`src/rtl/rr_grant_arbiter.sv`:
```
// Round-robin arbiter sharing one resource among NUM_REQ requesters.
// Grants are registered one-hot with an encoded owner ID, each tenure is
// bounded to MAX_HOLD cycles with a timeout pulse on forced release, and
// new grants are gated by enable.
module rr_grant_arbiter #(
   parameter int NUM_REQ  = 4,
   parameter int MAX_HOLD = 16,
   parameter int ID_W     = (NUM_REQ > 1) ? $clog2(NUM_REQ) : 1
) (
   input  logic               clock,
   input  logic               reset,
   input  logic               enable,
   input  logic [NUM_REQ-1:0] req,
   output logic [NUM_REQ-1:0] gnt,
   output logic               gnt_valid,
   output logic [ID_W-1:0]    gnt_id,
   output logic               timeout
);

   localparam int HC_W = $clog2(MAX_HOLD) + 1;

   typedef enum logic {
      IDLE,
      GRANT
   } state_t;

   state_t            state;
   logic [ID_W-1:0]   ptr;
   logic [HC_W-1:0]   hold_cnt;

   logic [2*NUM_REQ-1:0] req_dbl;
   logic [NUM_REQ-1:0]   req_rot;
   logic [ID_W-1:0]      win_off;
   logic [ID_W:0]        win_sum;
   logic [ID_W-1:0]      win_id;
   logic [ID_W-1:0]      ptr_next;
   logic                 owner_req;

   // Rotate req so bit 0 is the requester at ptr, then pick the lowest set
   // bit and map the offset back to an absolute index modulo NUM_REQ.
   always_comb begin
      req_dbl = {req, req};
      req_rot = NUM_REQ'(req_dbl >> ptr);
      win_off = '0;
      for (int unsigned j = NUM_REQ; j > 0; j--) begin
         if (req_rot[j-1]) begin
            win_off = ID_W'(j - 1);
         end
      end
      win_sum = {1'b0, ptr} + {1'b0, win_off};
      if (win_sum >= (ID_W+1)'(NUM_REQ)) begin
         win_id = ID_W'(win_sum - (ID_W+1)'(NUM_REQ));
      end else begin
         win_id = ID_W'(win_sum);
      end
   end

   // Owner still requesting, and the pointer position just past the owner.
   always_comb begin
      owner_req = |(req & gnt);
      if (gnt_id == ID_W'(NUM_REQ - 1)) begin
         ptr_next = '0;
      end else begin
         ptr_next = gnt_id + ID_W'(1);
      end
   end

   // IDLE/GRANT state machine with all outputs registered.
   always_ff @(posedge clock or posedge reset) begin
      if (reset) begin
         state    <= IDLE;
         ptr      <= '0;
         hold_cnt <= '0;
         gnt      <= '0;
         gnt_id   <= '0;
         timeout  <= 1'b0;
      end else begin
         case (state)
            IDLE: begin
               timeout <= 1'b0;
               if (enable && (|req)) begin
                  state    <= GRANT;
                  gnt      <= NUM_REQ'(1) << win_id;
                  gnt_id   <= win_id;
                  hold_cnt <= '0;
               end else begin
                  gnt <= '0;
               end
            end
            GRANT: begin
               if (!owner_req) begin
                  state   <= IDLE;
                  gnt     <= '0;
                  ptr     <= ptr_next;
                  timeout <= 1'b0;
               end else if (hold_cnt == HC_W'(MAX_HOLD - 1)) begin
                  state   <= IDLE;
                  gnt     <= '0;
                  ptr     <= ptr_next;
                  timeout <= 1'b1;
               end else begin
                  hold_cnt <= hold_cnt + HC_W'(1);
                  timeout  <= 1'b0;
               end
            end
            default: begin
               state   <= IDLE;
               gnt     <= '0;
               timeout <= 1'b0;
            end
         endcase
      end
   end

   assign gnt_valid = |gnt;

endmodule
```
`config.mk`:
```
export PLATFORM = sky130hd
export DESIGN_NAME = rr_grant_arbiter
export DESIGN_NICKNAME = d
export VERILOG_FILES = /design/src/rtl/rr_grant_arbiter.sv
export SDC_FILE = /design/constraint.sdc
export NUM_CORES = 1
export LEC_CHECK = 0
export BUFFER_PORTS_ARGS = -buffer_cell sky130_fd_sc_hd__buf_2
export CORE_MARGIN = 1.5
export CORE_UTILIZATION = 53
export CTS_CLUSTER_DIAMETER = 150
export DETAILED_ROUTE_END_ITERATION = 10
export PLACE_DENSITY = 0.76
export SYNTH_ARGS = -nofsm -noshare
export SYNTH_HDL_FRONTEND = slang
export SYNTH_SLANG_ARGS = --single-unit
```
`constraint.sdc`:
```
create_clock -name clock -period 2.5 [get_ports clock]
set_clock_uncertainty 0.2 [all_clocks]
set_input_delay 0.375 -clock clock [delete_from_list [all_inputs] [get_ports clock]]
set_output_delay 0.375 -clock clock [all_outputs]
set_load 0.05 [all_outputs]
```
# Word-level counts from Yosys, hierarchy flattened
# Cells that the tools add are included.
# word_totals
register_bits	15
input_bits	7
output_inout_bits	8
# classes
add_sub_neg	4
shifts	2
order_cmp	1
bitwise	2
muxes	23
eq_ne	7
n_reduce_logical	7
# op_table
op	count
two-way mux 2 bit	8
two-way mux 5 bit	3
two-way mux 4 bit	3
OR reduction 4 bit	3
one-hot mux 5 bit (2 select lines)	1
one-hot mux 4 bit (2 select lines)	1
right shift 8 x 2 -> 4 bit	1
adder 5 x 1 -> 5 bit (second input constant)	1
equality test 5 x 4 -> 1 bit (second input constant)	1
two-way mux 1 bit	5
bitwise AND 4 bit	1
!= test 2 x 1 -> 1 bit (second input constant)	2
!= test 2 bit (second input constant)	2
one-hot mux 1 bit (2 select lines)	2
AND reduction 2 bit	2
<< shifter 1 x 2 -> 4 bit (first input constant)	1
adder 2 x 2 -> 3 bit	1
>= comparator 3 bit (second input constant)	1
!= test 3 x 2 -> 1 bit (second input constant)	1
AND reduction 3 bit	1
adder 2 x 1 -> 2 bit (second input constant)	1
equality test 2 bit (second input constant)	1
subtractor 2 x 1 -> 2 bit (second input constant)	1
logical AND 1 bit	1
NOT 1 bit	1

# Logic depth before layout (Yosys ltp)
# Gate-level depths: netlist of run 1.
# logic_depth
ltp_word	11
ltp_mapped	10
depth_no_buf	9

# Worst setup path before layout of run 1
# OpenSTA, ideal clock, no wires.
# synth_path
path_type	reg-to-reg
from	register ptr[1]
to	register gnt_id[1]
stages_incl_launch_ff	11
synth_period_minus_slack_ps	2049
slack_ps	451
arrival_time_ps	1723
setup_ps	125
path_cell_list	dfrtp_1 > buf_4 > nand2_1 > a21oi_1 > nor2_1 > a211oi_1 > a21oi_1 > ha_1 > xnor2_1 > xnor2_2 > mux2_4
# synth_via
elab_chain_cells	8
word_cells_on_any_way	9
cone_classes	add/sub (2); order compare (1); shift (1); mux (5)
# synth_lines
item	line_no	rtl
start: declaration	28	logic [ID_W-1:0] ptr;
start signal: assignment	94	ptr <= ptr_next;
start signal: assignment	99	ptr <= ptr_next;
right shift 8 x 2 -> 4 bit	43	req_rot = NUM_REQ'(req_dbl >> ptr);
two-way mux 2 bit (4 in series)	46	if (req_rot[j-1]) begin
adder 2 x 2 -> 3 bit *	50	win_sum = {1'b0, ptr} + {1'b0, win_off};
>= comparator 3 bit / subtractor 2 x 1 -> 2 bit (equally long branches)	51, 52	
two-way mux 2 bit *	51	if (win_sum >= (ID_W+1)'(NUM_REQ)) begin
end signal: assignment	84	gnt_id <= win_id;
end: declaration	16	output logic [ID_W-1:0] gnt_id,
# Mark *: on every way between the ends. The rest lies on a longest branch, timed or not.
# A chain may end at the register's enable or synchronous reset.

# Worst setup path in the final report of run 1
# Ends and elaborated chain as after synthesis.

==> results of run 1 <==
==> final timing paths <==
check / from / end / slack (ps) / cells past startpoint
max: ptr[1]$_DFFE_PP0P_ / gnt_id[1]$_DFFE_PP0P_ / 260 / 9
min: enable / hold_cnt[2]$_DFFE_PP0P_ / 300 / 3
max reg2reg: ptr[1]$_DFFE_PP0P_ / gnt_id[1]$_DFFE_PP0P_ / 260 / 9
min reg2reg: hold_cnt[4]$_DFFE_PP0P_ / hold_cnt[4]$_DFFE_PP0P_ / 310 / 2
max in group asynchronous: reset / hold_cnt[3]$_DFFE_PP0P_ / 1260 / 3
min in group asynchronous: reset / ptr[0]$_DFFE_PP0P_ / 480 / 3
==> layout make-up <==
class	instances	area, sq um	area share (%)
clock buffer	4	26.3	2.66
timing repair buffer	15	80.1	8.11
inverter	5	18.8	1.90
tap	16	20.0	2.03
sequential	15	375	38.0
multi-input combinational	67	467	47.3
==> worst max-delay path: stages (launching register included) <==
cell	delay, ps
dfrtp_1	530
nand2_1	80
a21oi_1	150
nor2_1	50
a211oi_1	210
a21oi_1	70
ha_1	200
xnor2_1	230
xnor2_2	150
mux2_4	270
==> cell families (layout without fill, tap and decap cells) <==
| kind of cell | Yosys count | in the layout | synth area share (%) |
|---|---|---|---|
| buf+inv | 7 | 24 | 4.27 |
| fa+ha+maj | 4 | 4 | 5.69 |
| simple gates | 37 | 37 | 22.2 |
| compound gates | 19 | 19 | 16.1 |
| mux | 3 | 3 | 4.27 |
| xor+xnor | 4 | 4 | 4.84 |
| flops | 15 | 15 | 42.7 |
==> flip-flops by register name (all words and copies together) (netlist names) <==
signal,cells
gnt,4
timeout,1
ptr,2
gnt_id,2
hold_cnt,5
state,1
==> power by group through the flow <==
stage	clock network (mW)	logic, mW	registers (mW)
after floorplan	0	0.510	0.569
after global placement	0	0.770	0.441
after detailed placement	0	0.786	0.447
after CTS	0.141	0.789	0.443
after global routing	0.151	0.845	0.456
final	0.139	0.784	0.441
==> cell usage after synthesis <==
library cell  count  area share (%)
a22oi_1           2             1.7
nor2b_1           1            0.71
nor2_1            6             2.6
o31ai_2           1             1.4
nor3b_1           2             1.7
and3_1            2             1.4
xor2_1            2             2.0
nor3_1            2             1.1
buf_4             1            0.85
and3_4            1             1.3
buf_6             1             1.3
xnor2_1           1             1.0
mux2_4            1             1.7
o211ai_1          1            0.85
and3b_2           1             1.1
dfrtp_1          15              43
o21ai_0           5             2.8
nand3b_1          1            0.85
nand2_1          13             5.5
or4_1             2             1.7
inv_1             5             2.1
mux2_2            2             2.6
a32o_1            1             1.1
a22o_1            1             1.0
ha_1              4             5.7
o31ai_1           1            0.85
nand2b_1          1            0.71
a21oi_1           4             2.3
and3b_1           1             1.0
nand3_1           3             1.7
xnor2_2           1             1.8
a211oi_4          1             2.3
nand4_1           1            0.71
a211oi_1          2             1.7
==> per-stage QoR <==
stage / worst slack (ps) / utilization, % / instances / hold WS, ps
final: 255 / 64.8 / 122 / 298
after global routing: 106 / 64.8 / 122 / 300
after floorplan: 451 / - / 89 / 76.5
after CTS: 237 / 64.8 / 122 / 289
after global placement: 282 / 62.4 / 117 / 246
after detailed placement: 222 / 62.4 / 117 / 252
==> repair_timing <==
action,in CTS,in global routing
endpoints found under the hold margin,15,0
setup buffers,0,0
hold buffers,1,0
==> routing by layer <==
| layer | wire (microns) | global-route usage, % | vias to the layer above |
|---|---|---|---|
| li1 | - | - | 352 |
| met1 | 768 | 27.8 | 333 |
| met2 | 842 | 35.6 | 18 |
| met3 | 68 | 6.25 | 2 |
| met4 | 11 | 3.64 | 0 |
| met5 | 0 | 0 | - |
==> metrics.yaml, run 1 <==
run_status: "finished, final reports clean"
hold_violations: 0
die_h_microns: 43.7
slew_headroom_pct: 63.2
die_area_sq_um: 1910
setup_viol: 0
peakVddDrop_mv: 0.849
gp_congestion: 0.754
clock_path_buffers: 2
p_clk_share_pct: 10.2
grt_pass1_vias: 695
grt_use_total_pct: 21.3
finalCritPeriodShare_pct: 89.8
area_delta_synth_final_pct: 12.2
final_cell_mix: "dfrtp_1 (15), buf_2 (14), nand2_1 (13)"
place.port_buffers: 14
path_class: "flop to flop"
start_util_pct: 57.7
fin_nets: 118
p_total_mw: 1.36
grt_overflow: 0
grt_start_max_net_pins: 16
cts_root_buf: "clkbuf_4"
cts_sinks: 15
rows: 14
tightest_slew_ps: 552
drtPass1Iterations: 4
core_area_sq_um: 1520
layout_commonest_cell: "dfrtp_1"
crit_arrival_ps: 2220
drv_cap: 0
switchingPower_uw: 705
clk_latency_ps: 280
fill_cells: 127
clock.fmax_mhz: 445
cp-end-kind: "flop"
ioPinCount: 15
cts_tree: "built"
wirelength_mm: 1.69
internal_power_uw: 658
design_area_sq_um: 987
power.density_nw_per_um2: 1380
finalMaxSlewViolations: 0
start_kind: "flop"
p_sw_share_pct: 51.7
drive_gt1_share_pct: 23.6
combPwrFrac_pct: 57.5
ctsResizeCount: 0
cp.required_ps: 2470
dpl_cell_area_sq_um: 951
ant_nets: 0
syn_inst: 89
antenna_found_initial: 0
hold_class: "primary input to flop"
cts_made_buffers: 3
die_x_microns: 43.7
ys_ff_latch: 15
wl_per_cell_microns: 13.9
hpwl_mm: 1.28
drcViolationCount: 0
p_seq_share_pct: 32.3
synth.distinct_cells: 34
detailroute.via_count: 705
rsz0062_at_grt: "no"
antennaDiodeCount: 0
postSynthAreaPerCell_sq_um: 9.88
routed_via_density: 5.78
tns_ps: 0
syn_nets: 100
grt_pass1_wl_mm: 3.02
fin_crit_ps: 2240
drtIter0Drc: 9
critical_path_peak_fanout: 11
htree_levels: 1
seq_area_frac_synth_pct: 42.7
p_leak_nw: 0.489
clkSlewWorstSetupHoldPaths_ps: 90
yosysWarningCount: 0
synth_area_sq_um: 880
(Power assumes the default switching activity.)
==> inputs of run 2 (changes only) <==
==> constraint.sdc (replaced) <==
create_clock -name clock -period 2.5 [get_ports clock]
set_clock_uncertainty 0.2 [all_clocks]
set_input_delay 0.125 -clock clock [delete_from_list [all_inputs] [get_ports clock]]
set_output_delay 0.125 -clock clock [all_outputs]
set_load 0.05 [all_outputs]
==> run 2 against run 1 <==
Net effect: utilization unchanged; clock power shrank 3%; critical path depth stayed put; non-clock buffer count unchanged; first-iteration DRC count is 56% higher; worst setup slack lost 34 ps; cell count stayed put; cell area stayed put; critical endpoint is now gnt[3]$_DFFE_PP0P_.
==> metrics.yaml, run 2 (same netlist as run 1, synthesis figures left out) <==
p_sw_share_pct: 51.4
drive_gt1_share_pct: 23.6
wirelength_mm: 1.64
ant_nets: 0
timing.hold.ws_ps: 31.3
htree_levels: 1
die_x_microns: 43.7
layout_commonest_cell: "dfrtp_1"
drcViolationCount: 0
grt_start_max_net_pins: 16
drtIter0Drc: 14
place.port_buffers: 14
p_leak_nw: 0.489
hpwl_mm: 1.26
area_delta_synth_final_pct: 12.2
fin_nets: 118
setup_viol: 0
cp-end-kind: "flop"
hold_violations: 0
grt_pass1_wl_mm: 2.86
grt_use_total_pct: 21.0
gp_congestion: 0.804
crit_arrival_ps: 2250
finalMaxSlewViolations: 0
antenna_found_initial: 0
peakVddDrop_mv: 0.910
tns_ps: 0
run_status: "finished, final reports clean"
clkSlewWorstSetupHoldPaths_ps: 80
p_clk_share_pct: 10.0
finalCritPeriodShare_pct: 91.1
power.density_nw_per_um2: 1370
grt_pass1_vias: 664
largest_reg_flops: 5
clock_path_buffers: 2
grt_overflow: 0
rsz0062_at_grt: "no"
detailroute.via_count: 700
rows: 14
tightest_slew_ps: 560
cts_sinks: 15
clk_latency_ps: 280
fin_crit_ps: 2280
die_h_microns: 43.7
postCtsSetupBuffers: 0
die_area_sq_um: 1910
start_kind: "flop"
p_seq_share_pct: 32.0
antennaDiodeCount: 0
drtPass1Iterations: 4
drv_cap: 0
cts_root_buf: "clkbuf_4"
critical_path_peak_fanout: 11
switchingPower_uw: 698
clock.fmax_mhz: 439
cts_tree: "built"
cts_made_buffers: 3
ioPinCount: 15
fin_util_pct: 64.8
core_area_sq_um: 1520
start_util_pct: 57.7
final_cell_mix: "dfrtp_1 (15), buf_2 (14), nand2_1 (13)"
hold_class: "primary input to flop"
routed_via_density: 5.74
combPwrFrac_pct: 58.0
regMostFlops: "hold_cnt"
cp.required_ps: 2470
slew_headroom_pct: 62.6
path_class: "flop to flop"
wl_per_cell_microns: 13.4
internal_power_uw: 659
reg.largest.list: "hold_cnt (5), gnt (4)"
run 2: cell counts in the layout (fill, tap and decap cells not counted):
No cell type changed its count.
run 2: path summary, 6_finish.rpt:
path                                               from                 endpoint  slack [ps]  cells after the start
worst min-delay path                             enable  hold_cnt[3]$_DFFE_PP0P_          30                      3
min in group asynchronous                         reset       gnt[0]$_DFFE_PP0P_         230                      3
worst min register to register  hold_cnt[4]$_DFFE_PP0P_  hold_cnt[4]$_DFFE_PP0P_         330                      2
max in group asynchronous                         reset  hold_cnt[2]$_DFFE_PP0P_        1500                      3
worst max-delay path                 ptr[1]$_DFFE_PP0P_       gnt[3]$_DFFE_PP0P_         220                      9
worst max register to register       ptr[1]$_DFFE_PP0P_       gnt[3]$_DFFE_PP0P_         220                      9
run 2: area by class of cell:
class,instances,area (sq um)
fill,130,537
multi-input combinational,67,467
sequential,15,375
timing repair buffer,15,80.1
clock buffer,4,26.3
tap,16,20.0
inverter,5,18.8
run 2: timing repair:
item                      in CTS  in global routing
resized for setup              0                  0
hold buffers                   1                  0
hold endpoints to repair      15                  0
run 2: worst max-delay path, cell delays in order (launching register included):
cell and delay, ps:
dfrtp_1 510, nand2_1 80, a21oi_1 170, nor2_1 60, a211oi_1 240, a21oi_1 70, ha_1 200, xnor2_1 230
xnor2_2 150, a32o_1 270
run 2: layer usage:
metal / share of wire, % / track usage (%)
met1: 49 / 27.0
met4: 1.4 / 9.09
met5: 0 / 0
met3: 4.0 / 6.25
met2: 46 / 32.9
run 2: power by group through the flow:
stage	Clock (mW)	Sequential [mW]	Combinational, mW
after detailed placement	0	0.439	0.790
after global routing	0.149	0.450	0.850
after CTS	0.141	0.434	0.796
after global placement	0	0.436	0.772
final	0.135	0.434	0.787
after floorplan	0	0.569	0.510
run 2: per-stage QoR:
| stage | setup slack [ps] | power, mW | instances | cell area [sq um] |
|---|---|---|---|---|
| finish | 221 | 1.36 | 122 | 987 |
| global route | 15.9 | 1.45 | 122 | 987 |
| floorplan | 451 | 1.08 | 89 | 880 |
| global placement | 362 | 1.21 | 117 | 951 |
| CTS | 207 | 1.37 | 122 | 987 |
| detailed placement | 218 | 1.23 | 117 | 951 |
